--- config.mk ---
export PLATFORM = sky130hd
export DESIGN_NAME = spi_master_ctrl
export DESIGN_NICKNAME = d
export VERILOG_FILES = /design/src/rtl/spi_master_ctrl.sv
export SDC_FILE = /design/constraint.sdc
export NUM_CORES = 1
export LEC_CHECK = 0
export BUFFER_PORTS_ARGS = -buffer_cell sky130_fd_sc_hd__buf_2
export CORE_ASPECT_RATIO = 1.5
export CORE_MARGIN = 2
export CORE_UTILIZATION = 46
export CTS_CLUSTER_SIZE = 14
export DETAILED_ROUTE_END_ITERATION = 16
export HOLD_SLACK_MARGIN = 0.03
export PLACE_DENSITY = 0.66
export SLEW_MARGIN = 10
export SYNTH_ARGS = -nofsm -noshare
export SYNTH_HDL_FRONTEND = slang
export SYNTH_SLANG_ARGS = --single-unit
--- constraint.sdc ---
create_clock -name i_clk -period 2.4 [get_ports i_clk]
set_input_delay 0.36 -clock i_clk [delete_from_list [all_inputs] [get_ports i_clk]]
set_output_delay 0.36 -clock i_clk [all_outputs]
set_load 0.03 [all_outputs]
--- src/rtl/spi_master_ctrl.sv ---
// spi_master_ctrl: parametrised SPI master, single i_clk domain.
//   Takes one word per valid/ready handshake and runs a full-duplex transfer
//   in any CPOL/CPHA mode, with configurable width, SCLK divider, bit order
//   and chip-select guard time. The received word is returned with a 1-cycle
//   valid pulse when the transfer completes.
// Ports:
//   i_clk, i_rst_n       system clock, async active-low reset
//   o_spi_clk/cs/mosi    SPI pins (cs active low, one per slave)
//   i_spi_miso           SPI data in, sampled on i_clk
//   i_user_data/cs_sel   word and target slave, captured at the handshake
//   i_user_valid         request; o_user_ready high only in IDLE
//   o_user_read_data     last received word; o_user_read_valid pulses on update
//   o_busy               high whenever a transfer is in progress
module spi_master_ctrl #(
  parameter int P_DATA_WIDTH = 8,
  parameter int P_CPOL       = 0,
  parameter int P_CPHA       = 0,
  parameter int P_CLK_DIV    = 2,
  parameter int P_MSB_FIRST  = 1,
  parameter int P_CS_NUM     = 1,
  parameter int P_CS_W       = (P_CS_NUM > 1) ? $clog2(P_CS_NUM) : 1
) (
  input  logic                    i_clk,
  input  logic                    i_rst_n,
  output logic                    o_spi_clk,
  output logic [P_CS_NUM-1:0]     o_spi_cs,
  output logic                    o_spi_mosi,
  input  logic                    i_spi_miso,
  input  logic [P_DATA_WIDTH-1:0] i_user_data,
  input  logic [P_CS_W-1:0]       i_user_cs_sel,
  input  logic                    i_user_valid,
  output logic                    o_user_ready,
  output logic [P_DATA_WIDTH-1:0] o_user_read_data,
  output logic                    o_user_read_valid,
  output logic                    o_busy
);
  localparam int W  = P_DATA_WIDTH;
  localparam int CW = $clog2(P_CLK_DIV + 1);
  localparam int EW = $clog2(2 * W + 1);
  localparam logic [CW-1:0] DIV_LAST   = CW'(P_CLK_DIV - 1);
  localparam logic [CW-1:0] SETUP_LAST = CW'(P_CLK_DIV);
  localparam logic [EW-1:0] EDGE_LAST  = EW'(2 * W);

  typedef enum logic [1:0] {S_IDLE, S_SETUP, S_XFER, S_HOLD} state_e;

  state_e                state_q, state_d;
  logic [CW-1:0]         cnt_q, cnt_d;
  logic [EW-1:0]         edge_q, edge_d;
  logic                  sclk_q, sclk_d;
  logic [P_CS_NUM-1:0]   cs_q, cs_d, cs_dec;
  logic                  mosi_q, mosi_d;
  logic [W-1:0]          tx_q, tx_d;
  logic [W-1:0]          rx_q, rx_d;
  logic [W-1:0]          rdata_q, rdata_d;
  logic                  rvalid_q, rvalid_d;
  logic [EW-1:0]         nxt_edge;
  logic                  smp_edge;

  // Bit-order helpers: head is the next bit to put on the wire.
  function automatic logic head(input logic [W-1:0] v);
    return (P_MSB_FIRST != 0) ? v[W-1] : v[0];
  endfunction
  function automatic logic [W-1:0] adv(input logic [W-1:0] v);
    return (P_MSB_FIRST != 0) ? (v << 1) : (v >> 1);
  endfunction
  function automatic logic [W-1:0] shin(input logic [W-1:0] v, input logic b);
    return (P_MSB_FIRST != 0) ? {v[W-2:0], b} : {b, v[W-1:1]};
  endfunction

  // Out-of-range selects decode to no CS asserted; the transfer still runs.
  always_comb begin
    cs_dec = '1;
    for (int i = 0; i < P_CS_NUM; i++)
      if (i_user_cs_sel == P_CS_W'(i)) cs_dec[i] = 1'b0;
  end

  // Edges are numbered 1..2W; odd edges are leading, even are trailing.
  assign nxt_edge = edge_q + EW'(1);
  assign smp_edge = (P_CPHA == 0) ? nxt_edge[0] : ~nxt_edge[0];

  always_comb begin
    state_d  = state_q;
    cnt_d    = cnt_q;
    edge_d   = edge_q;
    sclk_d   = sclk_q;
    cs_d     = cs_q;
    mosi_d   = mosi_q;
    tx_d     = tx_q;
    rx_d     = rx_q;
    rdata_d  = rdata_q;
    rvalid_d = 1'b0;
    unique case (state_q)
      S_IDLE: if (i_user_valid) begin
        state_d = S_SETUP;
        cnt_d   = '0;
        edge_d  = '0;
        cs_d    = cs_dec;
        rx_d    = '0;
        if (P_CPHA == 0) begin
          // First bit must be on the wire before the leading edge.
          mosi_d = head(i_user_data);
          tx_d   = adv(i_user_data);
        end else begin
          tx_d   = i_user_data;
        end
      end
      // Setup spans the acceptance cycle plus D guard cycles, which places
      // read_valid (2W+2)*D+1 cycles after the handshake.
      S_SETUP: begin
        if (cnt_q == SETUP_LAST) begin
          state_d = S_XFER;
          cnt_d   = '0;
        end else begin
          cnt_d = cnt_q + CW'(1);
        end
      end
      S_XFER: begin
        if (cnt_q == DIV_LAST) begin
          cnt_d  = '0;
          sclk_d = ~sclk_q;
          edge_d = nxt_edge;
          if (smp_edge) begin
            rx_d = shin(rx_q, i_spi_miso);
          end else if (nxt_edge != EDGE_LAST) begin
            // Non-sample edges launch the next bit, except the final edge.
            mosi_d = head(tx_q);
            tx_d   = adv(tx_q);
          end
          if (nxt_edge == EDGE_LAST) state_d = S_HOLD;
        end else begin
          cnt_d = cnt_q + CW'(1);
        end
      end
      S_HOLD: begin
        if (cnt_q == DIV_LAST) begin
          state_d  = S_IDLE;
          cs_d     = '1;
          rdata_d  = rx_q;
          rvalid_d = 1'b1;
        end else begin
          cnt_d = cnt_q + CW'(1);
        end
      end
      default: state_d = S_IDLE;
    endcase
  end

  always_ff @(posedge i_clk or negedge i_rst_n) begin
    if (!i_rst_n) begin
      state_q  <= S_IDLE;
      cnt_q    <= '0;
      edge_q   <= '0;
      sclk_q   <= 1'(P_CPOL);
      cs_q     <= '1;
      mosi_q   <= 1'b0;
      tx_q     <= '0;
      rx_q     <= '0;
      rdata_q  <= '0;
      rvalid_q <= 1'b0;
    end else begin
      state_q  <= state_d;
      cnt_q    <= cnt_d;
      edge_q   <= edge_d;
      sclk_q   <= sclk_d;
      cs_q     <= cs_d;
      mosi_q   <= mosi_d;
      tx_q     <= tx_d;
      rx_q     <= rx_d;
      rdata_q  <= rdata_d;
      rvalid_q <= rvalid_d;
    end
  end

  assign o_spi_clk         = sclk_q;
  assign o_spi_cs          = cs_q;
  assign o_spi_mosi        = mosi_q;
  assign o_user_ready      = (state_q == S_IDLE);
  assign o_busy            = (state_q != S_IDLE);
  assign o_user_read_data  = rdata_q;
  assign o_user_read_valid = rvalid_q;
endmodule

# Word level (Yosys, flattened, before mapping)
# Cells that the tools add are included.
# op_classes
bitwise	1
n_mux	34
eq_ne	16
n_addsub	2
reduce_logical	12
# op_table
cell	n
two-way mux 8 bit	7
one-hot mux 8 bit (2 select lines)	2
two-way mux 2 bit	9
!= test 2 bit (second input constant)	9
one-hot mux 2 bit (4 select lines)	2
two-way mux 5 bit	2
one-hot mux 5 bit (2 select lines)	1
AND reduction 5 bit	2
two-way mux 1 bit	9
equality test 2 bit (second input constant)	3
AND reduction 2 bit	3
AND reduction 3 bit	2
nonzero test 2 bit	3
adder 5 x 1 -> 5 bit (second input constant)	1
equality test 5 bit (second input constant)	1
!= test 5 bit (second input constant)	1
equality test 2 x 1 -> 1 bit (second input constant)	2
one-hot mux 1 bit (2 select lines)	2
AND reduction 4 bit	1
adder 2 x 1 -> 2 bit (second input constant)	1
logical NOT 2 bit	1
NOT 1 bit	1
# totals
output_inout_bits	14
ff_bits	37
input_bits	13

# Depth between registers and ports, before layout
# logic_depth
word_depth	6
mapped_depth	8

# Worst setup path before layout
# OpenSTA, ideal clock, no wires.
# synth_timing
kind	register to register
start	reg state_q[0]
end	reg mosi_q (netlist: o_spi_mosi)
setup_time_ns	0.125
arrival_time_ns	1.951
setup_slack_ns	0.324
stages_incl_launch_ff	8
period_less_slack_ns	2.076
cell_sequence	dfrtp_1 -> inv_1 -> ha_1 -> clkbuf_1 -> nand2b_1 -> o21ai_1 -> a221oi_4 -> mux2_2
# synth_between
elab_chain_len	3
word_cells_on_any_way	9
cone_classes	eq/ne (5); mux (1); reduce/logical (3)
# synth_rtl
item	line_no	rtl
from (decl)	46	state_e state_q, state_d;
from (signal assigned)	161	state_q <= state_d;
logical NOT 2 bit (*)	-	
named net o_user_ready	32	output logic o_user_ready,
!= test 2 bit (no line) or nonzero test 2 bit (tied branches)	-	
AND reduction 5 bit (no line)	-	
to (signal assigned)	166	mosi_q <= mosi_d;
to (decl)	51	logic mosi_q, mosi_d;
# Mark *: on every way through the listed nets, which the timed path passes. The rest lies on a longest branch.
# A chain may end at the register's enable or synchronous reset.

# Worst setup path in the final report
# layout_timing
start	reg state_q[0]
end	reg rx_q[0]
# layout_between
elab_chain_len	3
word_cells_on_any_way	8
cone_classes	eq/ne (4); mux (1); reduce/logical (3)
# layout_rtl
item	line_no	rtl
equality test 2 bit or logical NOT 2 bit (tied branches)	92	unique case (state_q)
!= test 2 bit (no line) or nonzero test 2 bit (tied branches)	-	
AND reduction 4 bit (no line)	-	
to (signal assigned)	168	rx_q <= rx_d;
to (decl)	53	logic [W-1:0] rx_q, rx_d;
# Parallel ways exist; a longest one is shown, timed or not.

==> run_results.csv <==
group,metric,value,unit
outcome,status,"completed",
cts,clk_pin_slew_worst_paths,0.07,ns
sta,worst_slew_pin_slew,0.885,ns
worst_setup_path,cp_slowest_cell,"nor3_1",
global_routing,grt_pass1_vias,1429,
power,peakVddDrop,669,uV
global_routing,grt_start_max_net_pins,37,
worst_setup_path,crit_chain,"inv_1, ha_1, nand2_1, nor3_1, a22o_1",
detailed_routing,ant_nets,0,
detailed_routing,vias,1379,
cts,cts_buffer_depth,2,
detailed_routing,vias_per_cell,5.58,
place,gp_congestion,0.783,
die,io_pins,27,
global_routing,antenna_found_initial,0,
die,coreArea,0.00389,mm2
sta,rsz0062_at_grt,"no",
detailed_routing,drc,0,
logic_synthesis,yosys_warnings,0,
detailed_routing,wl_per_cell,15.5,um
finish,multi_input_area,871,um2
cts,cts_setup_buffers,0,
logic_synthesis,syn_nets,197,
hold_path,hold_path_class,"in -> async",
cts,cts_root_buf,"clkbuf_8",
global_routing,globalRouteTotalUtil,0.188,
cts,numCtsBuffers,5,
die,start_util,0.475,
logic_synthesis,synth-edff-count,0,
die,die_h,81.6,um
finish,diodes,0,
logic_synthesis,synthFlopType,"dfrtp_1",
logic_synthesis,async_flop_share,1.00,
cts,clkSinkCount,36,
logic_synthesis,syn_inst,174,
place,place_area,0.00202,mm2
finish,fin_area,0.00211,mm2
die,die_x,55.7,um
power,p_per_area,1190,mW/mm2
sta,fmaxAchievable,468,MHz
worst_setup_path,worst-path-max-fanout,11,
cts,cts_max_level,2,
finish,final-seq-area,902,um2
global_routing,grt_first_pass_wirelength,6670,um
finish,layout_common_cells,"dfrtp_1, nand2_1, buf_2, mux2_2, ha_1",
sta,finalHoldViolCount,0,
worst_setup_path,arrival,2.36,ns
sta,drv_slew,0,
sta,setup_violations,0,
detailed_routing,drtPass1Iterations,5,
detailed_routing,drt_iter0_drc,22,
cts,ctsHoldBuffers,0,
place,port_buffers,26,
worst_setup_path,path_delay_family,"simple AND/OR/NAND/NOR gates",
worst_setup_path,end_kind,"flip-flop",
worst_setup_path,worstSetupPathType,"reg -> reg",
place,hpwlAfterDp,2730,um
sta,min_period,2.13,ns
finish,fillerInstances,353,
cts,cts.repair.resized,0,
die,rows,28,
global_routing,grt-ovfl-total,0,
sta,period_share,0.890,
die,dieArea,0.00455,mm2
logic_synthesis,seq_area_frac_synth,0.488,
finish,final_common_cell,"dfrtp_1",
logic_synthesis,syn_area,0.00185,mm2
worst_setup_path,required,2.62,ns
power,leakage,1.03,nW
worst_setup_path,crit_buf_inv,1,
sta,slew_headroom,0.406,
finish,final_net_count,224,
worst_setup_path,worst_path_largest_cell_delay,0.71,ns
cts,tritoncts,"done",
logic_synthesis,syn_avg_cell_area,10.6,um2
sta,skew,0.00470,ns
logic_synthesis,synth_cell_types,43,
finish,drive_above_1_share,0.282,
sta,fin_tns_setup,0,ns
flow_run,maxCapViolations,0,
logic_synthesis,ys_seq_elements,36,
finish,area_delta_synth_final,14.2,%
cts,clkLatencyLatePin,0.29,ns
detailed_routing,routed_wl,3830,um
worst_setup_path,startpoint_type,"flip-flop",
[cell type report]
type / instances / share of cell area
clock inverter: 1 / 0.00356
multi-input combinational: 120 / 0.413
timing repair buffer: 29 / 0.0724
inverter: 9 / 0.0160
clock buffer: 7 / 0.0409
tap: 45 / 0.0267
sequential: 36 / 0.428
[synth_stat cells, types with 2 or more instances]
| cell | instances | area [um2] |
|---|---|---|
| clkbuf_1 | 4 | 15.0 |
| nand2_1 | 32 | 120 |
| nor3_1 | 4 | 20.0 |
| dfrtp_1 | 35 | 876 |
| a21oi_1 | 3 | 15.0 |
| o31ai_1 | 2 | 15.0 |
| nand2b_1 | 2 | 12.5 |
| a22o_1 | 9 | 78.8 |
| ha_1 | 10 | 125 |
| mux2i_1 | 2 | 20.0 |
| nand4_1 | 2 | 12.5 |
| nor2_1 | 6 | 22.5 |
| buf_1 | 2 | 7.51 |
| nand3_1 | 2 | 10.0 |
| or2_2 | 2 | 12.5 |
| inv_1 | 9 | 33.8 |
| mux2_2 | 16 | 180 |
| o311ai_0 | 2 | 17.5 |
| o21ai_0 | 6 | 30.0 |
[through the flow]
step	cells	total power, mW	hold WS [ns]	setup slack (ns)	util
6_report	247	2.52	0.150	0.265	0.542
5_1_grt	247	2.70	0.229	0.0995	0.542
4_1_cts	247	2.54	0.188	0.243	0.542
3_5_place_dp	239	2.08	0.461	0.258	0.518
3_3_place_gp	239	2.01	0.457	0.366	0.518
2_1_floorplan	174	1.79	0.0644	0.324	-
[logic make-up (layout without fill, tap and decap cells)]
group | count (synthesis) | in the layout | synth area share
AOI/OAI and AO/OA | 35 | 35 | 0.154
xor gates and xnor gates | 1 | 1 | 0.00474
adders and majority gates | 10 | 10 | 0.0678
buffers and inverters | 18 | 46 | 0.0400
DFF | 36 | 36 | 0.488
muxes | 18 | 18 | 0.108
and+or+nand+nor | 56 | 56 | 0.137
[power breakdown]
| group | leakage, nW | internal (mW) | switching [mW] |
|---|---|---|---|
| Sequential | 0.474 | 0.767 | 0.119 |
| Combinational | 0.510 | 0.509 | 0.669 |
| Clock | 0.0445 | 0.233 | 0.222 |
| Total | 1.03 | 1.51 | 1.01 |
[final timing paths]
path | from | end | slack (ns) | cells past startpoint
max | state_q[0] | rx_q[0] | 0.27 | 5
min | i_rst_n | tx_q[5] | 0.15 | 1
max reg2reg | state_q[0] | rx_q[0] | 0.27 | 5
min reg2reg | o_user_read_data[0] | o_user_read_data[0] | 0.48 | 2
max in group asynchronous | i_rst_n | edge_q[3] | 1.74 | 1
min in group i_clk | i_spi_miso | rx_q[0] | 0.30 | 2
[worst register-to-register path, stage by stage, from the launching register on]
cell and delay [ns]:
dfrtp_1 0.42, inv_1 0.10, ha_1 0.42, nand2_1 0.18, nor3_1 0.71, a22o_1 0.24
[per-layer routing]
metal,wire length [um],part of all wire,global-route usage,up-vias
li1,-,-,-,670
met1,1640,0.43,0.212,680
met2,2000,0.52,0.350,25
met3,142,0.037,0.0425,4
met4,44,0.012,0.0659,0
met5,0,0,0,-
[flip-flops by register name, summed over array words and instances (netlist names)]
name	cells
rx_q	8
cnt_q	2
o_spi_mosi	1
o_spi_cs	1
o_user_read_data	8
state_q	2
o_spi_clk	1
o_user_read_valid	1
edge_q	5
tx_q	7
No activity file was read; power rests on OpenSTA's default activity.
